[src/rtl/route_arbiter_pkg.sv]
// -----------------------------------------------------------------------------
// route_arbiter_pkg
// Shared definitions for the router's crossbar control stage. It holds:
//   - the flit field positions and flit type codes
//   - the input/output index numbering (x=0, y=1, local=2)
//   - the crossbar select codes and the per-output lock FSM states
//   - small decode helpers (flit type, head test, XY route,
//     index/select/one-hot conversion)
// -----------------------------------------------------------------------------
package route_arbiter_pkg;

  localparam int FLIT_W  = 40;
  localparam int TYPE_HI = 39;
  localparam int TYPE_LO = 38;
  localparam int DX_HI   = 37;
  localparam int DX_LO   = 34;
  localparam int DY_HI   = 33;
  localparam int DY_LO   = 30;

  typedef enum logic [1:0] {
    FT_BODY   = 2'b00,
    FT_TAIL   = 2'b01,
    FT_HEAD   = 2'b10,
    FT_SINGLE = 2'b11
  } flit_type_e;

  // Port numbering shared by inputs and outputs.
  localparam logic [1:0] IDX_X     = 2'd0;
  localparam logic [1:0] IDX_Y     = 2'd1;
  localparam logic [1:0] IDX_LOCAL = 2'd2;

  // Crossbar select codes.
  localparam logic [1:0] SEL_NONE  = 2'b00;
  localparam logic [1:0] SEL_X     = 2'b01;
  localparam logic [1:0] SEL_Y     = 2'b10;
  localparam logic [1:0] SEL_LOCAL = 2'b11;

  typedef enum logic {
    ST_IDLE   = 1'b0,
    ST_LOCKED = 1'b1
  } lock_state_e;

  function automatic flit_type_e flit_type(input logic [FLIT_W-1:0] flit);
    return flit_type_e'(flit[TYPE_HI:TYPE_LO]);
  endfunction

  // Head and single flits both carry a destination and open a route.
  function automatic logic is_head_type(input logic [FLIT_W-1:0] flit);
    return flit[TYPE_HI];
  endfunction

  // Dimension-ordered routing: resolve x first, then y, then deliver locally.
  function automatic logic [1:0] xy_route(input logic [FLIT_W-1:0] flit,
                                          input logic [3:0] my_x,
                                          input logic [3:0] my_y);
    logic [1:0] out;
    if (flit[DX_HI:DX_LO] != my_x) begin
      out = IDX_X;
    end else if (flit[DY_HI:DY_LO] != my_y) begin
      out = IDX_Y;
    end else begin
      out = IDX_LOCAL;
    end
    return out;
  endfunction

  // Input index 0/1/2 maps onto select code 01/10/11.
  function automatic logic [1:0] idx_to_sel(input logic [1:0] idx);
    logic [1:0] sel;
    case (idx)
      IDX_X:     sel = SEL_X;
      IDX_Y:     sel = SEL_Y;
      IDX_LOCAL: sel = SEL_LOCAL;
      default:   sel = SEL_NONE;
    endcase
    return sel;
  endfunction

  function automatic logic [1:0] onehot_to_idx(input logic [2:0] oh);
    logic [1:0] idx;
    case (oh)
      3'b001:  idx = IDX_X;
      3'b010:  idx = IDX_Y;
      3'b100:  idx = IDX_LOCAL;
      default: idx = IDX_X;
    endcase
    return idx;
  endfunction

  function automatic logic [2:0] idx_to_onehot(input logic [1:0] idx);
    logic [2:0] oh;
    case (idx)
      IDX_X:     oh = 3'b001;
      IDX_Y:     oh = 3'b010;
      IDX_LOCAL: oh = 3'b100;
      default:   oh = 3'b000;
    endcase
    return oh;
  endfunction

endpackage

[src/rtl/route_arbiter_if.sv]
// -----------------------------------------------------------------------------
// route_arbiter_if
// Bundles the FIFO-side and crossbar-side signals of the route arbiter.
//   din_*      head flit of the x/y/local input FIFO
//   empty_*    FIFO empty (din_* is don't-care while set)
//   ready_*    downstream of output x/y/local accepts a flit this cycle
//   control_*  crossbar select per output (00 none, 01 x, 10 y, 11 local)
//   pop_*      dequeue strobe per input FIFO
// Modports: master = environment (FIFOs, downstream), slave = route_arbiter.
// -----------------------------------------------------------------------------
interface route_arbiter_if;

  logic [route_arbiter_pkg::FLIT_W-1:0] din_x;
  logic [route_arbiter_pkg::FLIT_W-1:0] din_y;
  logic [route_arbiter_pkg::FLIT_W-1:0] din_local;
  logic       empty_x;
  logic       empty_y;
  logic       empty_local;
  logic       ready_x;
  logic       ready_y;
  logic       ready_local;
  logic [1:0] control_x;
  logic [1:0] control_y;
  logic [1:0] control_local;
  logic       pop_x;
  logic       pop_y;
  logic       pop_local;

  modport master (
    output din_x, din_y, din_local,
    output empty_x, empty_y, empty_local,
    output ready_x, ready_y, ready_local,
    input  control_x, control_y, control_local,
    input  pop_x, pop_y, pop_local
  );

  modport slave (
    input  din_x, din_y, din_local,
    input  empty_x, empty_y, empty_local,
    input  ready_x, ready_y, ready_local,
    output control_x, control_y, control_local,
    output pop_x, pop_y, pop_local
  );

endinterface

[src/rtl/route_arbiter_rr_arbiter3.sv]
// -----------------------------------------------------------------------------
// rr_arbiter3
// Three-way round-robin arbiter. Grants the first requester after the last
// granted one (order x, y, local, wrapping). The pointer only moves on a grant.
//   clk    clock
//   rst_n  synchronous active-high reset; pointer returns to local so x wins first
//   req    request vector, bit 0 = x, bit 1 = y, bit 2 = local
//   en     arbitration enable; no grant while low
//   grant  one-hot grant, combinational from req/en and the pointer
// -----------------------------------------------------------------------------
module rr_arbiter3 (
  input  logic       clk,
  input  logic       rst_n,
  input  logic [2:0] req,
  input  logic       en,
  output logic [2:0] grant
);

  logic [2:0] ptr_r;

  // First set request among indices a, b, c in that order.
  function automatic logic [2:0] first_req(input logic [2:0] r,
                                           input logic [1:0] a,
                                           input logic [1:0] b,
                                           input logic [1:0] c);
    logic [2:0] g;
    g = 3'b000;
    if (r[a]) begin
      g[a] = 1'b1;
    end else if (r[b]) begin
      g[b] = 1'b1;
    end else if (r[c]) begin
      g[c] = 1'b1;
    end else begin
      g = 3'b000;
    end
    return g;
  endfunction

  // Grant selection: search starts just after the last granted input.
  always_comb begin
    grant = 3'b000;
    if (en) begin
      case (ptr_r)
        3'b001:  grant = first_req(req, 2'd1, 2'd2, 2'd0);
        3'b010:  grant = first_req(req, 2'd2, 2'd0, 2'd1);
        3'b100:  grant = first_req(req, 2'd0, 2'd1, 2'd2);
        default: grant = first_req(req, 2'd0, 2'd1, 2'd2);
      endcase
    end else begin
      grant = 3'b000;
    end
  end

  // Pointer register: remembers the last granted input.
  always_ff @(posedge clk) begin
    if (rst_n) begin
      ptr_r <= 3'b100;
    end else if (|grant) begin
      ptr_r <= grant;
    end else begin
      ptr_r <= ptr_r;
    end
  end

endmodule

[src/rtl/route_arbiter.sv]
// -----------------------------------------------------------------------------
// route_arbiter
// Control stage in front of the router's 3x3 crossbar. Computes the XY route
// of each input's head flit, runs round-robin wormhole arbitration per output
// and drives the crossbar selects and FIFO pops in the same cycle.
//   clk    clock, all state on the rising edge
//   rst_n  synchronous active-high reset (name kept for the codebase)
//   bus    route_arbiter_if.slave: din_*/empty_*/ready_* in,
//          control_*/pop_* out
// Parameters MY_X / MY_Y: this router's 4-bit mesh coordinates.
// -----------------------------------------------------------------------------
module route_arbiter
  import route_arbiter_pkg::*;
#(
  parameter logic [3:0] MY_X = 4'd1,
  parameter logic [3:0] MY_Y = 4'd1
) (
  input  logic          clk,
  input  logic          rst_n,
  route_arbiter_if.slave bus
);

  logic [FLIT_W-1:0] din_s   [3];
  logic [1:0]        route_s [3];
  logic [2:0]        grant_s [3];  // per output, one-hot over inputs
  logic [1:0]        ctl_s   [3];
  logic [2:0]        empty_s;
  logic [2:0]        ready_s;
  logic [2:0]        pop_s;

  assign din_s[0] = bus.din_x;
  assign din_s[1] = bus.din_y;
  assign din_s[2] = bus.din_local;
  assign empty_s  = {bus.empty_local, bus.empty_y, bus.empty_x};
  assign ready_s  = {bus.ready_local, bus.ready_y, bus.ready_x};

  for (genvar i = 0; i < 3; i++) begin : g_route
    assign route_s[i] = xy_route(din_s[i], MY_X, MY_Y);
  end

  for (genvar o = 0; o < 3; o++) begin : g_out
    lock_state_e state_r;
    logic [1:0]  owner_r;
    logic [2:0]  req_s;
    logic [2:0]  arb_grant_s;
    logic [2:0]  lock_grant_s;
    logic [1:0]  gidx_s;
    logic        arb_en_s;
    logic        lock_fire_s;

    // Requesters: non-empty inputs whose head/single flit routes to this output.
    always_comb begin
      req_s = 3'b000;
      for (int i = 0; i < 3; i++) begin
        if (!empty_s[i] && is_head_type(din_s[i]) && (route_s[i] == 2'(o))) begin
          req_s[i] = 1'b1;
        end else begin
          req_s[i] = 1'b0;
        end
      end
    end

    // New packets are only arbitrated while the output is free and ready.
    assign arb_en_s = !rst_n && ready_s[o] && (state_r == ST_IDLE);

    rr_arbiter3 u_rr (
      .clk   (clk),
      .rst_n (rst_n),
      .req   (req_s),
      .en    (arb_en_s),
      .grant (arb_grant_s)
    );

    assign gidx_s = onehot_to_idx(arb_grant_s);

    // Locked path: the owning input forwards whenever it has a flit and the output is ready.
    always_comb begin
      lock_fire_s  = 1'b0;
      lock_grant_s = 3'b000;
      if (!rst_n && (state_r == ST_LOCKED) && ready_s[o] && !empty_s[owner_r]) begin
        lock_fire_s  = 1'b1;
        lock_grant_s = idx_to_onehot(owner_r);
      end else begin
        lock_fire_s  = 1'b0;
        lock_grant_s = 3'b000;
      end
    end

    assign grant_s[o] = arb_grant_s | lock_grant_s;

    // Crossbar select for this output.
    always_comb begin
      ctl_s[o] = SEL_NONE;
      if (lock_fire_s) begin
        ctl_s[o] = idx_to_sel(owner_r);
      end else if (|arb_grant_s) begin
        ctl_s[o] = idx_to_sel(gidx_s);
      end else begin
        ctl_s[o] = SEL_NONE;
      end
    end

    // Wormhole lock FSM: a head holds the output until that input's tail passes.
    always_ff @(posedge clk) begin
      if (rst_n) begin
        state_r <= ST_IDLE;
        owner_r <= 2'd0;
      end else begin
        case (state_r)
          ST_IDLE: begin
            if ((|arb_grant_s) && (flit_type(din_s[gidx_s]) == FT_HEAD)) begin
              state_r <= ST_LOCKED;
              owner_r <= gidx_s;
            end else begin
              state_r <= ST_IDLE;
              owner_r <= owner_r;
            end
          end
          ST_LOCKED: begin
            if (lock_fire_s && (flit_type(din_s[owner_r]) == FT_TAIL)) begin
              state_r <= ST_IDLE;
            end else begin
              state_r <= ST_LOCKED;
            end
            owner_r <= owner_r;
          end
          default: begin
            state_r <= ST_IDLE;
            owner_r <= 2'd0;
          end
        endcase
      end
    end
  end

  // Each input pops if any output granted it; a flit leaves at most once per cycle.
  always_comb begin
    pop_s = 3'b000;
    for (int i = 0; i < 3; i++) begin
      pop_s[i] = grant_s[0][i] | grant_s[1][i] | grant_s[2][i];
    end
  end

  assign bus.control_x     = ctl_s[0];
  assign bus.control_y     = ctl_s[1];
  assign bus.control_local = ctl_s[2];
  assign bus.pop_x         = pop_s[0];
  assign bus.pop_y         = pop_s[1];
  assign bus.pop_local     = pop_s[2];

endmodule

[src/flat_wrapper.sv]
// flat-port wrapper written by rule: the top's interface ports become plain ports
module route_arbiter_flat import route_arbiter_pkg::*;
#(
  parameter logic [3:0] MY_X = 4'd1,
  parameter logic [3:0] MY_Y = 4'd1
)
  (clk, rst_n, bus_din_x, bus_din_y, bus_din_local, bus_empty_x, bus_empty_y, bus_empty_local, bus_ready_x, bus_ready_y, bus_ready_local, bus_control_x, bus_control_y, bus_control_local, bus_pop_x, bus_pop_y, bus_pop_local);
  route_arbiter_if bus_i ();
  input  logic clk;
  input  logic rst_n;
  input wire logic [$bits(bus_i.din_x)-1:0] bus_din_x;
  input wire logic [$bits(bus_i.din_y)-1:0] bus_din_y;
  input wire logic [$bits(bus_i.din_local)-1:0] bus_din_local;
  input wire logic [$bits(bus_i.empty_x)-1:0] bus_empty_x;
  input wire logic [$bits(bus_i.empty_y)-1:0] bus_empty_y;
  input wire logic [$bits(bus_i.empty_local)-1:0] bus_empty_local;
  input wire logic [$bits(bus_i.ready_x)-1:0] bus_ready_x;
  input wire logic [$bits(bus_i.ready_y)-1:0] bus_ready_y;
  input wire logic [$bits(bus_i.ready_local)-1:0] bus_ready_local;
  output wire logic [$bits(bus_i.control_x)-1:0] bus_control_x;
  output wire logic [$bits(bus_i.control_y)-1:0] bus_control_y;
  output wire logic [$bits(bus_i.control_local)-1:0] bus_control_local;
  output wire logic [$bits(bus_i.pop_x)-1:0] bus_pop_x;
  output wire logic [$bits(bus_i.pop_y)-1:0] bus_pop_y;
  output wire logic [$bits(bus_i.pop_local)-1:0] bus_pop_local;
  assign bus_i.din_x = bus_din_x;
  assign bus_i.din_y = bus_din_y;
  assign bus_i.din_local = bus_din_local;
  assign bus_i.empty_x = bus_empty_x;
  assign bus_i.empty_y = bus_empty_y;
  assign bus_i.empty_local = bus_empty_local;
  assign bus_i.ready_x = bus_ready_x;
  assign bus_i.ready_y = bus_ready_y;
  assign bus_i.ready_local = bus_ready_local;
  assign bus_control_x = bus_i.control_x;
  assign bus_control_y = bus_i.control_y;
  assign bus_control_local = bus_i.control_local;
  assign bus_pop_x = bus_i.pop_x;
  assign bus_pop_y = bus_i.pop_y;
  assign bus_pop_local = bus_i.pop_local;
  route_arbiter #(.MY_X(MY_X), .MY_Y(MY_Y)) u_core (.clk(clk), .rst_n(rst_n), .bus(bus_i));
endmodule
[config.mk]
export PLATFORM = sky130hd
export DESIGN_NAME = route_arbiter_flat
export DESIGN_NICKNAME = d
export VERILOG_FILES = /design/src/rtl/route_arbiter_pkg.sv /design/src/rtl/route_arbiter_if.sv /design/src/rtl/route_arbiter_rr_arbiter3.sv /design/src/rtl/route_arbiter.sv /design/src/flat_wrapper.sv
export SDC_FILE = /design/constraint.sdc
export NUM_CORES = 1
export LEC_CHECK = 0
export ABC_CLOCK_PERIOD_IN_PS = 2900
export BUFFER_PORTS_ARGS = -buffer_cell sky130_fd_sc_hd__buf_4
export CORE_ASPECT_RATIO = 0.75
export CORE_MARGIN = 2
export CORE_UTILIZATION = 42
export CTS_CLUSTER_DIAMETER = 40
export CTS_CLUSTER_SIZE = 30
export DETAILED_ROUTE_END_ITERATION = 12
export GPL_ROUTABILITY_DRIVEN = 0
export PLACE_DENSITY = 0.93
export SYNTH_ARGS = -nofsm -noshare
export SYNTH_HDL_FRONTEND = slang
export SYNTH_SLANG_ARGS = --single-unit
[constraint.sdc]
create_clock -name clk -period 2.9 [get_ports clk]
set_clock_uncertainty 0.2 [all_clocks]
set_input_delay 0.58 -clock clk [delete_from_list [all_inputs] [get_ports clk]]
set_output_delay 0.58 -clock clk [all_outputs]
set_load 0.005 [all_outputs]
==> results of run 1 <==
## final timing paths
| kind | from | to | slack, ps | cells past startpoint |
|---|---|---|---|---|
| setup / recovery | bus_din_y[36] | bus_pop_x | -130 | 7 |
| hold / removal | u_core.g_out[2].u_rr.ptr_r[0] | u_core.g_out[2].u_rr.ptr_r[0] | 330 | 2 |
| setup reg to reg | u_core.g_out[2].u_rr.ptr_r[1] | u_core.g_out[2].owner_r[0] | 530 | 7 |
| hold reg to reg | u_core.g_out[2].u_rr.ptr_r[0] | u_core.g_out[2].u_rr.ptr_r[0] | 330 | 2 |
## sequential cells by signal (all words and copies together) (netlist names)
register / flops
u_core.g_out.state_r: 3
u_core.g_out.u_rr.ptr_r: 9
u_core.g_out.owner_r: 6
## stage by stage
stage / util (%) / cell area [um2]
floorplan: - / 1962
global placement: 61.32 / 2739
detailed placement: 61.32 / 2739
CTS: 66.75 / 2982
global route: 68.29 / 3050
finish: 68.29 / 3050
## kinds of logic after synthesis
kind of cell | after synthesis
buf+inv | 11
fa+ha+maj | 12
xor+xnor | 2
flops | 18
mux | 4
simple gates | 117
compound gates | 72
## placed cells by master (no fill, tap or decap), drive strengths merged, types with 8 or more instances in the layout
cell / n
buf: 101
ha: 12
nor2b: 8
nand2: 15
nand2b: 8
nand3: 16
o21ai: 10
dfxtp: 18
nor2: 14
inv: 8
a21oi: 12
## final cells by class
type | instances | area (um2)
repair buffers | 101 | 795.8
clock buffers | 4 | 55.05
fillers | 343 | 1416
inverters | 9 | 33.78
well taps | 57 | 71.32
flip-flops and latches | 18 | 360.3
multi-input cells | 207 | 1734
## metal layers
metal,global-route usage (%),part of all wire [%],vias to the layer above
met5,0,0,-
met4,12.30,4.7,0
met3,6.553,10,46
met2,51.11,47,193
met1,37.18,38,1254
li1,-,-,1154
## power by group through the flow
stage	Sequential (mW)	Combinational (mW)	Clock, mW
4_1_cts	0.255	0.184	0.220
3_3_place_gp	0.260	0.160	0
6_report	0.255	0.201	0.222
2_1_floorplan	0.259	0.0688	0
5_1_grt	0.256	0.210	0.231
3_5_place_dp	0.261	0.168	0
## worst reg2reg max path, stage by stage, from the launching register on
cell and delay [ps]:
dfxtp_1 420, or3b_2 490, nand4_1 150, buf_4 140, o2111ai_4 140, buf_4 190, a211o_1 280, o221a_1 250
## what timing repair did
action | 4_1_cts | 5_1_grt
gates cloned | 0 | 0
buffers inserted | 4 | 2
hold endpoints to repair | 0 | 0
resized for setup | 34 | 9
setup endpoints to repair | 9 | 9
pin swaps | 14 | 5
==> reports/metrics.cfg, run 1 <==
[status]
outcome = finished with violations
violations = setup timing

[worst_setup_path]
crit_buf_inv = 3
endpoint_kind = output port
arrival_ps = 2250
cp_max_fo = 5
crit_type = in2out
cp_slowest_cell = or4b_4
critPathMaxStageDelay_ps = 610
critPathLaunchType = input pin
path_cells = buf_6 -> or4b_4 -> and4_4 -> or3_4 -> buf_6 -> nand4_1 -> buf_4
cpLargestDelayFamily = simple AND/OR/NAND/NOR gates
cp.required_ps = 2120
crit_path_frequent_cell = buf_6

[floorplanning]
start_util_pct = 43.92
rows = 21
chipWidth_um = 82.92
ios = 137
dieArea_mm2 = 0.005240
die_h_um = 63.19
design.core.area_mm2 = 0.004467

[yosys]
synth-seq-cells = 18
syn_area_per_cell_um2 = 8.313
ys.flop_type = dfxtp_1
ys_top_cells_by_area = dfxtp_1 18%, ha_1 7.7%, nand3_1 4.1%, a21oi_1 3.1%, nand2_1 2.9%
synth-seq-area-share_pct = 18.37
synthAdderAreaFrac_pct = 7.653
synth_top_family_by_area = simple AND/OR/NAND/NOR gates
postSynthCellCount = 236
netlist_area_mm2 = 0.001962
yosysWarnings = 0
yosysTopAreaCell = dfxtp_1
synthDistinctLibCells = 70
synth-xor-area-share_pct = 0.8929
synthArstFlopShare_pct = 0
syn-num-nets = 376
yosysTopAreaCellShare_pct = 18.37
yosys.area_share.simple_pct = 39.99
synth_most_common_cell = dfxtp_1
synthMuxAreaShare_pct = 2.296
synth.top_cells.by_count = 18 x dfxtp_1, 16 x nand3_1, 15 x nand2_1
synth_edf_count = 0
synth_compound_area_share_pct = 28.70

[grt]
grt_overflow = 0
grt_pass1_vias = 2611
grt_max_degree = 18
grt_first_pass_wirelength_mm = 12.69
antenna_found_initial = 0
track_usage_pct = 30.13

[sta]
finalMaxSlewViolations = 0
tightest_slew_ps = 538.0
hold_viol = 0
max_slew_margin_pct = 63.97
setup_tns_ps = -500.7
fmax_mhz = 329.9
finalWorstSetupSlack_ps = -131.0
finalCritPeriodShare_pct = 104.5
grt_setup_unrepaired = yes
hold-worst-slack_ps = 329.9
setup_viol = 6
post-route-min-period_ps = 3031

[clock_network]
clk_latency_ps = 270
numCtsBuffers = 3
clk_pin_slew_ps = 80
cts.path.max_buffers = 2
clock-root-buffer = clkbuf_8
cts_max_level = 1
postCtsHoldBufs = 0
cts_tree = yes
clock-sinks = 18

[pwr]
p_sw_share_pct = 30.56
intPower_mw = 0.4708
leakagePower_nw = 1.247
ir_drop_v = 0.0001517
combPwrFrac_pct = 29.6
power_per_cell_area_mw_per_mm2 = 222.3
power_mw = 0.6781
pwr-share-seq_pct = 37.7
clockPowerShare_pct = 32.7
p_switching_mw = 0.2072

[placed_design]
dp_slack_ps = -261.3
dp.cells = 386
place_hpwl_mm = 5.680
portBuffers = 46

[finish]
area_delta_synth_final_pct = 55.48
drive_above_1_share_pct = 45.13
diodes = 0
layout.cells.non_filler = 396
nets = 480

[drt]
vias = 2647
ant_nets = 0
wl_per_cell_um = 21.22
vias_per_cell = 6.684
finalWirelength_mm = 8.405
drt_iter0_drc = 342
drt_pass1_iterations = 6
remaining_drc_errors = 0

[hold_path]
hold_class = reg2reg

[flow_run]
drv_cap = 0

Note: power is estimated with default switching activity, not from simulation.
==> inputs of run 2 (changes only) <==
CORE_ASPECT_RATIO = not set   (was 0.75)
==> run 2 against run 1 <==
  * The run still ends with setup timing left
  * Global-route usage shrank 2.5 points
  * Maximum frequency grew 3.1%
  * Critical path depth is the same
  * Register-to-register slack gained 70 ps
  * Total power shrank 1.5%
  * Worst setup slack gained 92 ps
  * Non-clock buffer count shrank 5
  * Critical path type unchanged
  * Largest cell class unchanged
==> reports/metrics.cfg, run 2 (synthesis gave the netlist of run 1 again) <==
[status]
outcome = finished with violations  ; unchanged
violations = setup timing  ; unchanged

[sta]
grt_setup_unrepaired = yes  ; unchanged
finalMaxSlewViolations = 0  ; unchanged
hold_viol = 0  ; unchanged
hold-worst-slack_ps = 322.5  ; was 329.9 ps
max_slew_margin_pct = 65.02  ; was 63.97%
finalCritPeriodShare_pct = 101.4  ; was 104.5%
fmax_mhz = 340.2  ; was 329.9 MHz
finalWorstSetupSlack_ps = -39.41  ; was -131.0 ps
tightest_slew_ps = 524.7  ; was 538.0 ps
post-route-min-period_ps = 2939  ; was 3031 ps
setup_viol = 3  ; was 6

[worst_setup_path]
cp.required_ps = 2120  ; about the same
r2r-start = u_core.g_out[1].u_rr.ptr_r[1]  ; was u_core.g_out[2].u_rr.ptr_r[1]
arrival_ps = 2160  ; was 2250 ps
endpoint_kind = output port  ; unchanged
reg2reg_depth = 5  ; was 7
startpoint = bus_din_y[36]  ; unchanged
cp_slowest_cell = or4b_4  ; unchanged
critPathMaxStageDelay_ps = 600  ; was 610 ps
r2r_setup_slack_ps = 600  ; was 530 ps
critPathLaunchType = input pin  ; unchanged
cp_max_fo = 5  ; unchanged
path_cells = buf_6 -> or4b_4 -> and4_4 -> or3_4 -> o21ai_2 -> o21a_1 -> buf_4  ; was buf_6 -> or4b_4 -> and4_4 -> or3_4 -> buf_6 -> nand4_1 -> buf_4
crit_type = in2out  ; unchanged

[finish]
drive_above_1_share_pct = 44.61  ; was 45.13%
reg_top3 = u_core.g_out.u_rr.ptr_r x9, u_core.g_out.owner_r x6, u_core.g_out.state_r x3  ; unchanged
nets = 475  ; was 480
largest_reg_flops = 9  ; unchanged
layout.cells.non_filler = 386  ; was 396
multiInputGateArea_mm2 = 0.001747  ; was 0.001734 mm2
final_common_cell = buf_4  ; unchanged
largest-register = u_core.g_out.u_rr.ptr_r  ; unchanged
area_delta_synth_final_pct = 53.89  ; was 55.48%
nFillCells = 367  ; was 343
mostFrequentLayoutCells = 86 x buf_4, 18 x dfxtp_1, 14 x nand3_1  ; was 91 x buf_4, 18 x dfxtp_1, 15 x nand3_1
ff_latch_area_um2 = 360.3  ; unchanged
diodes = 0  ; unchanged

[floorplanning]
design.core.area_mm2 = 0.004414  ; was 0.004467 mm2
chipWidth_um = 72.35  ; was 82.92 um
ios = 137  ; unchanged
rows = 24  ; was 21
start_util_pct = 44.44  ; was 43.92%
die_h_um = 72.35  ; was 63.19 um
dieArea_mm2 = 0.005234  ; was 0.005240 mm2

[placed_design]
place_hpwl_mm = 5.454  ; was 5.680 mm
portBuffers = 46  ; unchanged
dp.cells = 376  ; was 386
dp_slack_ps = -295.4  ; was -261.3 ps

[drt]
drt_iter0_drc = 276  ; was 342
ant_nets = 0  ; unchanged
remaining_drc_errors = 0  ; unchanged
vias = 2546  ; was 2647
wl_per_cell_um = 19.05  ; was 21.22 um
finalWirelength_mm = 7.352  ; was 8.405 mm
drt_pass1_iterations = 8  ; was 6
vias_per_cell = 6.596  ; was 6.684

[clock_network]
clock-root-buffer = clkbuf_8  ; unchanged
clk_latency_ps = 260  ; was 270 ps
clock-sinks = 18  ; unchanged
cts.path.max_buffers = 2  ; unchanged
cts_tree = yes  ; unchanged
postCtsHoldBufs = 0  ; unchanged
numCtsBuffers = 3  ; unchanged
clk_pin_slew_ps = 80  ; about the same
cts_max_level = 1  ; unchanged

[hold_path]
worstHoldStart = u_core.g_out[1].state_r  ; was u_core.g_out[2].u_rr.ptr_r[0]
hold_class = reg2reg  ; unchanged
hold_depth = 2  ; unchanged

[grt]
grt_max_degree = 12  ; was 18
grt_overflow = 0  ; unchanged
grt_first_pass_wirelength_mm = 11.53  ; was 12.69 mm
track_usage_pct = 27.67  ; was 30.13%
grt_pass1_vias = 2481  ; was 2611
antenna_found_initial = 0  ; unchanged

[flow_run]
drv_cap = 0  ; unchanged

[pwr]
leakagePower_nw = 1.199  ; was 1.247 nW
power_per_cell_area_mw_per_mm2 = 221.2  ; was 222.3 mW/mm2
power_mw = 0.6678  ; was 0.6781 mW
ir_drop_v = 0.0001821  ; was 0.0001517 V

## run 2: cell types whose count changed in the layout (fill, tap and decap cells not counted), sizes merged
cell,before,now
buf,101,96
## run 2: per-layer routing
| layer | up-vias | global-route usage [%] | wire length [um] |
|---|---|---|---|
| met5 | - | 0 | 0 |
| met3 | 30 | 3.611 | 808 |
| met1 | 1190 | 34.89 | 2759 |
| met2 | 179 | 48.52 | 3560 |
| met4 | 0 | 9.015 | 225 |
| li1 | 1147 | - | - |
## run 2: timing repair
action	in CTS	in global routing
resized for setup	20	27
setup endpoints to repair	8	9
pin swaps	12	13
buffers inserted	3	3
## run 2: critical path, delay by kind of cell
kind / cells / cell delay (ps)
and+or+nand+nor: 3 / 1160
AOI/OAI and AO/OA: 2 / 210
buffers and inverters: 2 / 200
## run 2: area by class of cell
type	count	area share, %
multi-input cells	207	57.85
well taps	52	2.155
inverters	9	1.119
repair buffers	96	25.11
flip-flops and latches	18	11.94
clock buffers	4	1.823
## run 2: final timing paths
check,end
worst max-delay path,bus_control_x[0]
worst min-delay path,u_core.g_out[1].state_r
worst max register to register,u_core.g_out[1].owner_r[1]
worst min register to register,u_core.g_out[1].state_r
## run 2: stage by stage
| step | area [um2] | setup TNS [ps] | utilization [%] |
|---|---|---|---|
| global route | 3019 | -297.8 | 68.40 |
| global placement | 2695 | -776.7 | 61.05 |
| CTS | 2868 | -115.1 | 64.97 |
| floorplan | 1962 | 0 | - |
| finish | 3019 | -77.13 | 68.40 |
| detailed placement | 2695 | -1000 | 61.05 |
## run 2: report_power, final
| group | switching [mW] | leakage, nW | internal, mW |
|---|---|---|---|
| Clock | 0.101 | 0.0288 | 0.121 |
| Sequential | 0.00453 | 0.145 | 0.250 |
| Combinational | 0.0934 | 1.03 | 0.0978 |
